$ cat src/rtl/v_mem_pkg.sv
// Shared types and default geometry for the vector memory sequencer.
package v_mem_pkg;

    localparam int VREG_DW_DEF = 256;
    localparam int VREG_AW_DEF = 5;
    localparam int ADDR_W_DEF  = 32;
    localparam int BUS_DW_DEF  = 64;

    // One vector register is moved as NBEATS bus-wide beats.
    localparam int NBEATS     = VREG_DW_DEF / BUS_DW_DEF;
    localparam int BEAT_BYTES = BUS_DW_DEF / 8;
    localparam int BEAT_CW    = (NBEATS > 1) ? $clog2(NBEATS) : 1;

    typedef enum logic [1:0] {
        ST_IDLE = 2'd0,
        ST_REQ  = 2'd1,
        ST_RESP = 2'd2,
        ST_DONE = 2'd3
    } state_e;

endpackage

$ cat src/rtl/v_mem_seq.sv
// Vector memory sequencer: moves one vector register to/from the data RAM
// as a series of bus-wide beats and hands load results to writeback.
module v_mem_seq
    import v_mem_pkg::*;
#(
    parameter int VREG_DW = VREG_DW_DEF,
    parameter int VREG_AW = VREG_AW_DEF,
    parameter int ADDR_W  = ADDR_W_DEF,
    parameter int BUS_DW  = BUS_DW_DEF
) (
    input  logic               clk,
    input  logic               rst,
    input  logic               vex_mem_ren_i,
    input  logic               vex_mem_wen_i,
    input  logic [ADDR_W-1:0]  vex_mem_addr_i,
    input  logic [VREG_DW-1:0] vex_mem_wdata_i,
    input  logic [VREG_AW-1:0] vex_wb_addr_i,
    output logic               vram_req_o,
    output logic               vram_we_o,
    output logic [ADDR_W-1:0]  vram_addr_o,
    output logic [BUS_DW-1:0]  vram_wdata_o,
    input  logic               vram_gnt_i,
    input  logic               vram_rvalid_i,
    input  logic [BUS_DW-1:0]  vram_rdata_i,
    output logic               vmem_stall_o,
    output logic               vmem_done_o,
    output logic               vmem_wb_en_o,
    output logic [VREG_AW-1:0] vmem_wb_addr_o,
    output logic [VREG_DW-1:0] vmem_result_o
);

    localparam int NBEATS_L = VREG_DW / BUS_DW;
    localparam int BYTES_L  = BUS_DW / 8;
    localparam int ALIGN_W  = $clog2(BYTES_L);
    localparam int CNT_W    = (NBEATS_L > 1) ? $clog2(NBEATS_L) : 1;

    // Clears the byte-within-beat bits so every beat is bus aligned.
    localparam logic [ADDR_W-1:0] ALIGN_MASK = ~ADDR_W'(BYTES_L - 1);

    state_e             state_r;
    state_e             state_n_s;
    logic [CNT_W-1:0]   beat_r;
    logic               op_load_r;
    logic [ADDR_W-1:0]  base_r;
    logic [VREG_DW-1:0] wdata_r;
    logic [VREG_AW-1:0] wb_addr_r;
    logic [VREG_DW-1:0] result_r;

    logic               accept_s;
    logic               last_beat_s;
    logic [ADDR_W-1:0]  beat_addr_s;
    logic [BUS_DW-1:0]  beat_wdata_s;

    assign accept_s     = (state_r == ST_IDLE) && (vex_mem_ren_i || vex_mem_wen_i);
    assign last_beat_s  = (beat_r == CNT_W'(NBEATS_L - 1));
    // Natural modulo-2^ADDR_W wrap of the adder gives the required rollover.
    assign beat_addr_s  = base_r + (ADDR_W'(beat_r) << ALIGN_W);
    assign beat_wdata_s = wdata_r[int'(beat_r) * BUS_DW +: BUS_DW];

    // State register with asynchronous abort on reset.
    always_ff @(posedge clk or negedge rst) begin
        if (!rst) begin
            state_r <= ST_IDLE;
        end else begin
            state_r <= state_n_s;
        end
    end

    // Next-state decode of the beat handshake.
    always_comb begin
        state_n_s = state_r;
        case (state_r)
            ST_IDLE: begin
                if (accept_s) begin
                    state_n_s = ST_REQ;
                end else begin
                    state_n_s = ST_IDLE;
                end
            end
            ST_REQ: begin
                if (!vram_gnt_i) begin
                    state_n_s = ST_REQ;
                end else if (op_load_r) begin
                    state_n_s = ST_RESP;
                end else if (last_beat_s) begin
                    state_n_s = ST_DONE;
                end else begin
                    state_n_s = ST_REQ;
                end
            end
            ST_RESP: begin
                if (!vram_rvalid_i) begin
                    state_n_s = ST_RESP;
                end else if (last_beat_s) begin
                    state_n_s = ST_DONE;
                end else begin
                    state_n_s = ST_REQ;
                end
            end
            ST_DONE: state_n_s = ST_IDLE;
            default: state_n_s = ST_IDLE;
        endcase
    end

    // Capture the request so the vector pipeline need not hold its inputs.
    always_ff @(posedge clk or negedge rst) begin
        if (!rst) begin
            op_load_r <= 1'b0;
            base_r    <= '0;
            wdata_r   <= '0;
            wb_addr_r <= '0;
        end else if (accept_s) begin
            // A simultaneous load and store resolves to the load.
            op_load_r <= vex_mem_ren_i;
            base_r    <= vex_mem_addr_i & ALIGN_MASK;
            wdata_r   <= vex_mem_wdata_i;
            wb_addr_r <= vex_wb_addr_i;
        end
    end

    // Beat counter: advances when a beat completes, cleared on the way out.
    always_ff @(posedge clk or negedge rst) begin
        if (!rst) begin
            beat_r <= '0;
        end else begin
            case (state_r)
                ST_REQ: begin
                    if (vram_gnt_i && !op_load_r && !last_beat_s) begin
                        beat_r <= beat_r + CNT_W'(1);
                    end
                end
                ST_RESP: begin
                    if (vram_rvalid_i && !last_beat_s) begin
                        beat_r <= beat_r + CNT_W'(1);
                    end
                end
                ST_DONE: beat_r <= '0;
                default: beat_r <= '0;
            endcase
        end
    end

    // Load assembly: each returned beat lands in its own result slot.
    always_ff @(posedge clk or negedge rst) begin
        if (!rst) begin
            result_r <= '0;
        end else if ((state_r == ST_RESP) && vram_rvalid_i) begin
            result_r[int'(beat_r) * BUS_DW +: BUS_DW] <= vram_rdata_i;
        end
    end

    // Output decode from the registered state; bus fields are quiet outside REQ.
    always_comb begin
        vram_req_o   = 1'b0;
        vram_we_o    = 1'b0;
        vram_addr_o  = '0;
        vram_wdata_o = '0;
        vmem_done_o  = 1'b0;
        vmem_wb_en_o = 1'b0;
        case (state_r)
            ST_REQ: begin
                vram_req_o   = 1'b1;
                vram_we_o    = !op_load_r;
                vram_addr_o  = beat_addr_s;
                vram_wdata_o = beat_wdata_s;
            end
            ST_DONE: begin
                vmem_done_o  = 1'b1;
                vmem_wb_en_o = op_load_r;
            end
            default: begin
                vram_req_o = 1'b0;
            end
        endcase
    end

    // Stall covers the accept cycle so the pipeline freezes with the request.
    assign vmem_stall_o   = (state_r == ST_REQ) || (state_r == ST_RESP) ||
                            ((state_r == ST_IDLE) && (vex_mem_ren_i || vex_mem_wen_i));
    assign vmem_wb_addr_o = wb_addr_r;
    assign vmem_result_o  = result_r;

endmodule

$ cat config.mk
export PLATFORM = sky130hd
export DESIGN_NAME = v_mem_seq
export DESIGN_NICKNAME = d
export VERILOG_FILES = /design/src/rtl/v_mem_pkg.sv /design/src/rtl/v_mem_seq.sv
export SDC_FILE = /design/constraint.sdc
export NUM_CORES = 1
export LEC_CHECK = 0
export ABC_AREA = 0
export BUFFER_PORTS_ARGS = -buffer_cell sky130_fd_sc_hd__buf_2
export CAP_MARGIN = 20
export CORE_AREA = 2 2 284 286
export DETAILED_ROUTE_END_ITERATION = 8
export DIE_AREA = 0 0 286 288
export SYNTH_ARGS = -nofsm -noshare
export SYNTH_HDL_FRONTEND = slang
export SYNTH_SLANG_ARGS = --single-unit
$ cat constraint.sdc
create_clock -name clk -period 6.67 [get_ports clk]
set_clock_uncertainty 0.1 [all_clocks]
set_input_delay 0.3335 -clock clk [delete_from_list [all_inputs] [get_ports clk]]
set_output_delay 0.3335 -clock clk [all_outputs]
set_load 0.01 [all_outputs]
==> flow_metrics.env, run 1 <==
export IMPL_outcome="finished, final reports clean"
export IMPL_critPathMaxStageDelay_ps=760
export IMPL_dieWidth_microns=286
export IMPL_drv_cap=0
export IMPL_grt_setup_unrepaired="false"
export IMPL_antenna_found_initial=13
export IMPL_startpoint_type="register"
export IMPL_cts_tree="built"
export IMPL_synth_yosys_seq_area_share_pct=60.8
export IMPL_grt_pass1_vias=19600
export IMPL_drt_iter0_markers=913
export IMPL_core_area_sq_mm=0.0796
export IMPL_path_cells="buf_4, buf_4, mux4_2, and2_1, buf_2"
export IMPL_min_path_cells=3
export IMPL_synth_ff_type="dfrtp_1"
export IMPL_swShare_pct=32.4
export IMPL_leakagePower_nw=16.0
export IMPL_totalWireLength_mm=79.6
export IMPL_total_power_mw=13.5
export IMPL_r2r_setup_slack_ps=3150
export IMPL_vias_per_cell=4.83
export IMPL_cellPowerDensity_mw_per_mm2=408
export IMPL_h_tree_depth=2
export IMPL_design_portCount=725
export IMPL_grt_usage_pct=18.8
export IMPL_drt_wirelength_per_cell_microns=21.7
export IMPL_synth_edff_count=0
export IMPL_max_slew_margin_pct=21.8
export IMPL_root_buffer="clkbuf_16"
export IMPL_syn_avg_cell_area_sq_um=15.1
export IMPL_synth_cells=1504
export IMPL_drt_pass1_iterations=4
export IMPL_syn2layout_area_growth_pct=46.3
export IMPL_cp_max_fo=39
export IMPL_tightest_slew_ps=1170
export IMPL_grt_max_degree=177
export IMPL_finalHoldViolCount=0
export IMPL_path_clk_slew_ps=80
export IMPL_drv_slew=0
export IMPL_finalNetCount=2920
export IMPL_slowest_stage="buf_4"
export IMPL_fp_row_count=104
export IMPL_power_frac_seq_pct=38.6
export IMPL_synth_cell_types=44
export IMPL_min_to="state_r[0]$_DFF_PN0_"
export IMPL_whs_ps=144
export IMPL_r2r_end="vmem_result_o[12]$_DFFE_PN0P_"
export IMPL_grt_pass1_wl_mm=120
export IMPL_period_needed_ps=3920
export IMPL_crit_start="beat_r[0]$_DFFE_PN0P_"
export IMPL_yosysWarnings=0
export IMPL_vias=17700
export IMPL_min_path_type="primary input to register"
export IMPL_cts_buffers=60
export IMPL_drive_gt1_share_pct=46.8
export IMPL_async_flop_share_pct=100
export IMPL_cpMostUsedCell="buf_4"
export IMPL_min_period_over_period_pct=58.8
export IMPL_port_buffers=718
export IMPL_max_freq_mhz=255
export IMPL_setup_tns_final_ps=0
export IMPL_timing_rr_start="beat_r[0]$_DFFE_PN0P_"
export IMPL_ant_nets=0
export IMPL_cts_resized=0
export IMPL_dpl_hpwl_mm=52.2
export IMPL_clockPowerShare_pct=25.8
export IMPL_crit_arrival_ps=3490
export IMPL_dieHeight_microns=288
export IMPL_synth_seq_cells=551
export IMPL_post_route_util_pct=41.6
export IMPL_clk_path_buf_depth=3
export IMPL_p_sw_mw=4.38
export IMPL_clock_sinks=551
export IMPL_critPathRequiredTime_ps=6240
export IMPL_path_class="register to output port"
export IMPL_netlist_area_sq_mm=0.0227
export IMPL_start_util_pct=28.5
export IMPL_overflow=0
export IMPL_min_from="vram_rvalid_i"
export IMPL_setup_worst_path_end_class="output port"
export IMPL_drc=0
export IMPL_peakVddDrop_mv=0.357
export IMPL_globalplace_congestion=0.851
export IMPL_clkLatencyLatePin_ps=640
export IMPL_setup_viol=0
export IMPL_die_area_sq_mm=0.0824
export IMPL_internal_power_mw=9.15
export IMPL_pwr_share_comb_pct=35.6
export IMPL_r2r_cells=6
==> per-layer routing <==
metal  wire (microns)  vias up  track usage, %
met5               60        -               0
met4             2070        8            5.69
met3             6450      133            5.11
met2            39600      765            32.5
met1            31400     9067            22.8
li1                 -     7707               -
==> layout make-up <==
class                           instances  area, sq um
Clock inverter                         35          402
Clock buffer                           78         1690
Multi-Input combinational cell        827         8480
Sequential cell                       551        13800
Timing Repair Buffer                 1095         7420
Antenna cell                            9         22.5
Tap cell                             1060         1330
Fill cell                            7297        46500
Inverter                                9         33.8
==> power groups by stage <==
stage | Sequential (mW) | Combinational, mW | Clock [mW]
floorplan | 5.10 | 3.04 | 0
global placement | 5.15 | 4.58 | 0
detailed placement | 5.24 | 4.66 | 0
CTS | 5.20 | 4.85 | 3.58
global route | 5.35 | 5.20 | 3.72
finish | 5.22 | 4.82 | 3.49
==> logic make-up (layout without fill, tap and decap cells) <==
group	Yosys count	after routing	share of synthesized area, %
simple gates	151	151	3.95
flops	551	551	60.8
mux	357	357	20.9
buf+inv	128	1217	2.23
other cells	1	12	0.0165
fa+ha+maj	13	13	0.750
compound gates	289	289	10.8
xor+xnor	14	14	0.541
==> how the worst max path moves through the flow <==
stage / slack, ps / to
finish: 2750 / vram_wdata_o[57]
global route: 2440 / vram_wdata_o[57]
CTS: 2540 / vram_wdata_o[57]
detailed placement: 2860 / vmem_result_o[150]$_DFFE_PN0P_
global placement: 3020 / vmem_result_o[134]$_DFFE_PN0P_
floorplan: 3840 / vmem_result_o[195]$_DFFE_PN0P_
==> cells in the mapped netlist (2+ instances only) <==
master      n  area, sq um
a21oi_1    12         60.1
a22o_1    256         2240
and2_1     67          419
and4_1      3         26.3
buf_1       2         7.51
buf_2       6         30.0
buf_4       3         22.5
clkbuf_1  107          402
dfrtp_1   551        13800
ha_1       12          150
inv_1       8         30.0
mux2_2    290         3270
mux2i_1     3         30.0
mux4_2     64         1440
nand2_1    16         60.1
nand2b_1    3         18.8
nand3_1    10         50.1
nand4_1     7         43.8
nand4_2     2         25.0
nor2_1     17         63.8
nor3_1      5         25.0
nor4_1      5         31.3
nor4b_1     3         26.3
o21a_1      3         22.5
o21ai_0     4         20.0
o31ai_1     8         60.1
or4_1       8         60.1
xnor2_1     9         78.8
xor2_1      5         43.8
==> critical path, delay by kind of cell, from the launching register on <==
kind,cells,cell delay (ps)
and+or+nand+nor,1,180
DFF,1,600
muxes,1,600
buffers and inverters,3,1400
==> flip-flops by register name, summed over array words and instances (netlist names) <==
register / cells
base_r: 29
beat_r: 2
op_load_r: 1
state_r: 2
vmem_result_o: 256
vmem_wb_addr_o: 5
wdata_r: 256
==> cell usage in the layout, fill, tap and decap left out, types with 7 or more instances in the layout <==
cell and n:
mux4_2 64, mux2_2 290, dfrtp_1 549, inv_1 8
buf_4 14, nor2_1 17, clkbuf_8 12, nand2_1 16
nand4_1 7, dlygate4sd3_1 357, a22o_1 256, buf_2 717
xnor2_1 9, diode_2 9, clkinv_2 17, clkbuf_16 60
ha_1 11, or4_1 8, o31ai_1 8, a21oi_1 12
and2_1 67
==> repair_timing <==
action,CTS,global route
buffers inserted,0,0
hold buffers,357,0
hold endpoints to repair,652,0
==> stage by stage <==
step                      setup WS (ps)  instances  cell area (sq um)
after floorplan                    3840       1506              22700
after global placement             3020       3182              27400
after detailed placement           2860       3183              27400
after CTS                          2540       3653              33100
after global routing               2440       3662              33200
final                              2750       3664              33200
Note: power is estimated with default switching activity, not from simulation.
==> run 2: changes to the inputs <==
--- a/config.mk
+++ b/config.mk
@@ -5,12 +5,12 @@
 export SDC_FILE = /design/constraint.sdc
 export NUM_CORES = 1
 export LEC_CHECK = 0
-export ABC_AREA = 0
+export ABC_AREA = 1
 export BUFFER_PORTS_ARGS = -buffer_cell sky130_fd_sc_hd__buf_2
 export CAP_MARGIN = 20
-export CORE_AREA = 2 2 284 286
+export CORE_AREA = 2 2 280 282
 export DETAILED_ROUTE_END_ITERATION = 8
-export DIE_AREA = 0 0 286 288
+export DIE_AREA = 0 0 282 284
 export SYNTH_ARGS = -nofsm -noshare
 export SYNTH_HDL_FRONTEND = slang
 export SYNTH_SLANG_ARGS = --single-unit
==> constraint.sdc (replaced) <==
create_clock -name clk -period 3.5 [get_ports clk]
set_clock_uncertainty 0.1 [all_clocks]
set_input_delay 0.175 -clock clk [delete_from_list [all_inputs] [get_ports clk]]
set_output_delay 0.175 -clock clk [all_outputs]
set_load 0.01 [all_outputs]
==> run 2 against run 1 <==
Via count up 29%. Setup slack worse by 2500 ps. Synthesized cell count up 68%. Highest routed layer unchanged. Synthesized area up 8.9%.
==> flow_metrics.env, run 2 <==
export IMPL_synth_seq_cells=551
export IMPL_setup_viol=0
export IMPL_path_clk_slew_ps=70
export IMPL_syn2layout_area_growth_pct=42.8
export IMPL_dieHeight_microns=284
export IMPL_setup_worst_path_end_class="output port"
export IMPL_drt_wirelength_per_cell_microns=19.3
export IMPL_layout_common_cells="buf_2 (717), dfrtp_1 (549), o21ai_0 (459)"
export IMPL_finalHoldViolCount=0
export IMPL_r2r_setup_slack_ps=960
export IMPL_wl_met2_mm=43.1
export IMPL_h_tree_depth=2
export IMPL_async_flop_share_pct=100
export IMPL_place_ws_ps=939
export IMPL_route_met3_wl_mm=6.98
export IMPL_path_class="register to output port"
export IMPL_synth_ff_type="dfrtp_1"
export IMPL_drt_iter0_markers=1359
export IMPL_tightest_slew_ps=1030
export IMPL_syn_avg_cell_area_sq_um=9.78
export IMPL_critPathRequiredTime_ps=3220
export IMPL_max_slew_margin_pct=30.8
export IMPL_drc=0
export IMPL_synth_cell_types=28
export IMPL_grt_pass1_wl_mm=137
export IMPL_design_portCount=725
export IMPL_min_path_type="primary input to asynchronous set/reset pin"
export IMPL_dr_max_layer_used="met5"
export IMPL_grt_max_degree=129
export IMPL_setup_tns_final_ps=0
export IMPL_startpoint_type="register"
export IMPL_layout_commonest_cell="buf_2"
export IMPL_yosysWarnings=0
export IMPL_clock_sinks=551
export IMPL_synth_area_top_cells="dfrtp_1 (56%), o21ai_0 (9.3%), mux2_1 (9.1%)"
export IMPL_max_freq_mhz=311
export IMPL_dieWidth_microns=282
export IMPL_overflow=0
export IMPL_fin_ws_ps=288
export IMPL_core_area_sq_mm=0.0770
export IMPL_synth_yosys_seq_area_share_pct=55.9
export IMPL_antenna_found_initial=19
export IMPL_root_buffer="clkbuf_16"
export IMPL_cellPowerDensity_mw_per_mm2=787
export IMPL_period_needed_ps=3210
export IMPL_r2r_end="state_r[1]$_DFF_PN0_"
export IMPL_cts_resized=0
export IMPL_vias_per_cell=4.93
export IMPL_min_period_over_period_pct=91.8
export IMPL_die_area_sq_mm=0.0801
export IMPL_fp_row_count=102
export IMPL_cp_max_fo=64
export IMPL_clk_path_buf_depth=3
export IMPL_drive_gt1_share_pct=27.3
export IMPL_wl_met1_mm=36.4
export IMPL_ant_nets=0
export IMPL_synth_cells=2523
export IMPL_netlist_area_sq_mm=0.0247
export IMPL_yosysTopAreaCell="dfrtp_1"
export IMPL_synth_commonest_cells="dfrtp_1 (551), o21ai_0 (459), nor2_1 (399)"
export IMPL_peakVddDrop_mv=0.738
export IMPL_crit_arrival_ps=2940
export IMPL_drv_cap=0
export IMPL_drt_pass1_iterations=6
export IMPL_leakagePower_nw=17.4
export IMPL_synth_most_common_cell="dfrtp_1"
export IMPL_finalNetCount=3913
export IMPL_grt_setup_unrepaired="false"
export IMPL_outcome="finished, final reports clean"
export IMPL_port_buffers=718
export IMPL_drv_slew=0
export IMPL_synth_top_area_share_pct=55.9
export IMPL_start_util_pct=32.1
export IMPL_hold_buffers=359
export IMPL_globalplace_congestion=0.825
export IMPL_post_cts_buffers=0
export IMPL_vias=22900
export IMPL_r2r_cells=8
export IMPL_synth_edff_count=0
export IMPL_cts_buffers=60
export IMPL_dpl_hpwl_mm=58.9
export IMPL_cts_tree="built"
export IMPL_timing_rr_start="state_r[1]$_DFF_PN0_"
export IMPL_grt_usage_pct=21.7
export IMPL_totalWireLength_mm=89.7
export IMPL_total_power_mw=27.8
export IMPL_clkLatencyLatePin_ps=630
export IMPL_grt_pass1_vias=23500
[run 2: critical path, stage by stage, from the launching register on]
cell	delay, ps
dfrtp_4	620
inv_2	170
buf_4	680
nor2_1	220
o21ai_0	190
a21oi_1	120
buf_2	160
[run 2: routing by layer]
metal  global-route usage, %  up-vias
met5                       0        -
met4                    8.35       10
li1                        -    10600
met1                    26.5    11300
met2                    36.6      871
met3                    5.43      174
[run 2: logic make-up after synthesis]
logic type,Yosys count,synth area share (%)
adder cells (fa/ha/maj),13,0.689
buffers and inverters,292,5.15
AND/OR/NAND/NOR,770,12.3
flip-flops,551,55.9
other,1,0.0152
multiplexers,278,12.7
AO/OA/AOI/OAI,615,13.2
XOR/XNOR,3,0.106
[run 2: worst max-delay path by stage]
| stage | depth (start not counted) | start | endpoint |
|---|---|---|---|
| 3_3_place_gp | 6 | beat_r[1]$_DFFE_PN0P_ | vmem_result_o[55]$_DFFE_PN0P_ |
| 5_1_grt | 10 | beat_r[0]$_DFFE_PN0P_ | vram_addr_o[23] |
| 6_report | 6 | beat_r[1]$_DFFE_PN0P_ | vram_wdata_o[38] |
| 4_1_cts | 6 | beat_r[1]$_DFFE_PN0P_ | vram_wdata_o[46] |
| 2_1_floorplan | 10 | beat_r[0]$_DFFE_PN0P_ | vmem_result_o[161]$_DFFE_PN0P_ |
| 3_5_place_dp | 6 | beat_r[0]$_DFFE_PN0P_ | vmem_result_o[75]$_DFFE_PN0P_ |
[run 2: area by class of cell]
cell class | instances | area (sq um)
Antenna cell | 13 | 32.5
Clock buffer | 90 | 1850
Clock inverter | 21 | 305
Fill cell | 7237 | 41700
Inverter | 105 | 398
Multi-Input combinational cell | 1682 | 9670
Sequential cell | 551 | 13800
Tap cell | 1040 | 1300
Timing Repair Buffer | 1137 | 7910
[run 2: where the power goes]
group          switching, mW  total (mW)  internal, mW
logic                   6.71        11.1          4.37
registers               1.31        9.89          8.58
clock network           2.71        6.79          4.08
total                   10.7        27.8          17.0
[run 2: through the flow]
step           cell area (sq um)  hold slack (ps)  std cells  util, %
4_1_cts                    35200              111       4626     45.8
3_5_place_dp               29500              208       4156     38.3
2_1_floorplan              24700             -221       2525        -
6_report                   35300              138       4639     45.8
3_3_place_gp               29500              202       4156     38.3
5_1_grt                    35300              165       4639     45.8
==> run 3: changes to the inputs <==
--- a/config.mk
+++ b/config.mk
@@ -8,9 +8,11 @@
 export ABC_AREA = 1
 export BUFFER_PORTS_ARGS = -buffer_cell sky130_fd_sc_hd__buf_2
 export CAP_MARGIN = 20
-export CORE_AREA = 2 2 280 282
+export CELL_PAD_IN_SITES_DETAIL_PLACEMENT = 1
+export CELL_PAD_IN_SITES_GLOBAL_PLACEMENT = 2
+export CORE_UTILIZATION = 28
 export DETAILED_ROUTE_END_ITERATION = 8
-export DIE_AREA = 0 0 282 284
+export PLACE_DENSITY_LB_ADDON = 0.1
 export SYNTH_ARGS = -nofsm -noshare
 export SYNTH_HDL_FRONTEND = slang
 export SYNTH_SLANG_ARGS = --single-unit
==> run 3 against run 2 <==
Worst hold slack got worse by 89 ps. Flip-flop and latch count did not move. Critical path type unchanged. Global-route usage rose by 1.2 points. Highest routed layer unchanged.
==> flow_metrics.env, run 3 (same netlist as run 2, synthesis figures left out) <==
export IMPL_start_util_pct=28.4
export IMPL_place_area_sq_mm=0.0295
export IMPL_drt_wirelength_per_cell_microns=21.7
export IMPL_outcome="finished, final reports clean"
export IMPL_overflow=0
export IMPL_critPathRequiredTime_ps=3220
export IMPL_design_portCount=725
export IMPL_grt_pass1_wl_mm=158
export IMPL_startpoint_type="register"
export IMPL_dpl_hpwl_mm=68.6
export IMPL_root_buffer="clkbuf_16"
export IMPL_layout_common_cells="buf_2 (717), dfrtp_1 (549), o21ai_0 (459)"
export IMPL_cts_tree="built"
export IMPL_die_area_sq_mm=0.0893
export IMPL_cp_max_fo=65
export IMPL_syn2layout_area_growth_pct=43.0
export IMPL_cts_buffers=69
export IMPL_grt_usage_pct=22.9
export IMPL_drc=0
export IMPL_final_cell_area_sq_mm=0.0353
export IMPL_path_clk_slew_ps=60
export IMPL_period_needed_ps=3120
export IMPL_fill_cells=10100
export IMPL_port_buffers=718
export IMPL_h_tree_depth=3
export IMPL_clkLatencyLatePin_ps=590
export IMPL_grt_setup_unrepaired="false"
export IMPL_globalplace_congestion=0.832
export IMPL_finalHoldViolCount=0
export IMPL_totalWireLength_mm=103
export IMPL_drt_iter0_markers=938
export IMPL_finalNetCount=3902
export IMPL_core_area_sq_mm=0.0870
export IMPL_post_cts_buffers=0
export IMPL_cellPowerDensity_mw_per_mm2=790
export IMPL_drv_cap=0
export IMPL_min_period_over_period_pct=89.2
export IMPL_setup_tns_final_ps=0
export IMPL_max_freq_mhz=320
export IMPL_dieWidth_microns=299
export IMPL_grt_pass1_vias=25400
export IMPL_drt_pass1_iterations=4
export IMPL_min_path_type="primary input to register"
export IMPL_vias_per_cell=4.79
export IMPL_leakagePower_nw=17.3
export IMPL_critPathMaxStageDelay_ps=790
export IMPL_crit_arrival_ps=2850
export IMPL_max_slew_margin_pct=32.2
export IMPL_dieHeight_microns=299
export IMPL_clk_path_buf_depth=3
export IMPL_tightest_slew_ps=1020
export IMPL_drv_slew=0
export IMPL_fp_row_count=108
export IMPL_drive_gt1_share_pct=26.7
export IMPL_r2r_setup_slack_ps=530
export IMPL_grt_max_degree=194
export IMPL_ant_nets=0
export IMPL_hold_buffers=360
export IMPL_crit_family="buffers and inverters"
export IMPL_path_cells="inv_2, buf_4, nor2_1, o21ai_0, a21oi_1, buf_2"
export IMPL_antenna_found_initial=21
export IMPL_layout_commonest_cell="buf_2"
export IMPL_path_class="register to output port"
export IMPL_vias=22700
export IMPL_path_buf_inv=3
export IMPL_setup_viol=0
export IMPL_setup_worst_path_end_class="output port"
export IMPL_whs_ps=48.6
export IMPL_peakVddDrop_mv=0.411
export IMPL_clock_sinks=551
export IMPL_cts_resized=0
export IMPL_slowest_stage="buf_4"
## run 3: changes by cell type in the layout (fill, tap and decap cells not counted), sizes merged
| cell | previous run | this run |
|---|---|---|
| buf | 778 | 757 |
| clkbuf | 90 | 103 |
| bufinv | 6 | 1 |
| inv | 105 | 108 |
| clkinv | 15 | 13 |
| diode | 13 | 14 |
| dlygate4sd3 | 359 | 360 |
## run 3: area by class of cell
| class | count | area, sq um | area share, % |
|---|---|---|---|
| Sequential cell | 551 | 13800 | 39.1 |
| Clock buffer | 103 | 2040 | 5.77 |
| Timing Repair Buffer | 1117 | 7770 | 22.0 |
| Antenna cell | 14 | 35.0 | 0.0993 |
| Inverter | 105 | 397 | 1.12 |
| Clock inverter | 17 | 146 | 0.415 |
| Multi-Input combinational cell | 1682 | 9670 | 27.4 |
| Tap cell | 1155 | 1450 | 4.09 |
## run 3: layer usage
layer / share of wire, % / routed length [microns] / vias up / track usage (%)
met5: 0.081 / 84 / - / 0
met4: 3.6 / 3690 / 16 / 8.25
met3: 5.7 / 5840 / 184 / 5.17
met2: 50 / 51600 / 644 / 40.3
met1: 41 / 41800 / 11400 / 27.3
li1: - / - / 10500 / -
## run 3: final timing paths
kind,start,to,cells past startpoint
worst max-delay path,beat_r[1]$_DFFE_PN0P_,vram_wdata_o[60],6
max in group asynchronous,rst,wdata_r[163]$_DFFE_PN0P_,3
worst min register to register,vmem_result_o[48]$_DFFE_PN0P_,vmem_result_o[48]$_DFFE_PN0P_,2
worst max register to register,beat_r[1]$_DFFE_PN0P_,state_r[1]$_DFF_PN0_,7
min in group asynchronous,rst,vmem_result_o[12]$_DFFE_PN0P_,2
worst min-delay path,vex_mem_wen_i,wdata_r[62]$_DFFE_PN0P_,3
## run 3: stage by stage
step	setup WS, ps	std cells	power, mW	utilization [%]
6_report	378	4744	27.9	40.6
5_1_grt	154	4741	29.8	40.6
4_1_cts	245	4730	28.3	40.5
3_5_place_dp	799	4250	20.8	33.9
3_3_place_gp	897	4250	20.4	33.9
2_1_floorplan	1310	2525	16.4	-
## run 3: where the power goes
group / total, mW / leakage [nW] / switching [mW] / internal (mW)
registers: 9.87 / 7.01 / 1.29 / 8.58
clock network: 6.99 / 1.08 / 2.89 / 4.10
logic: 11.0 / 9.19 / 6.79 / 4.24
total: 27.9 / 17.3 / 11.0 / 16.9
## run 3: worst reg2reg max path, cell delays in order, from the launching register on
cell and delay (ps):
dfrtp_2 720, buf_4 750, ha_1 320, inv_1 60
a21boi_0 230, a21oi_1 70, dlygate4sd3_1 560, nor2_1 80
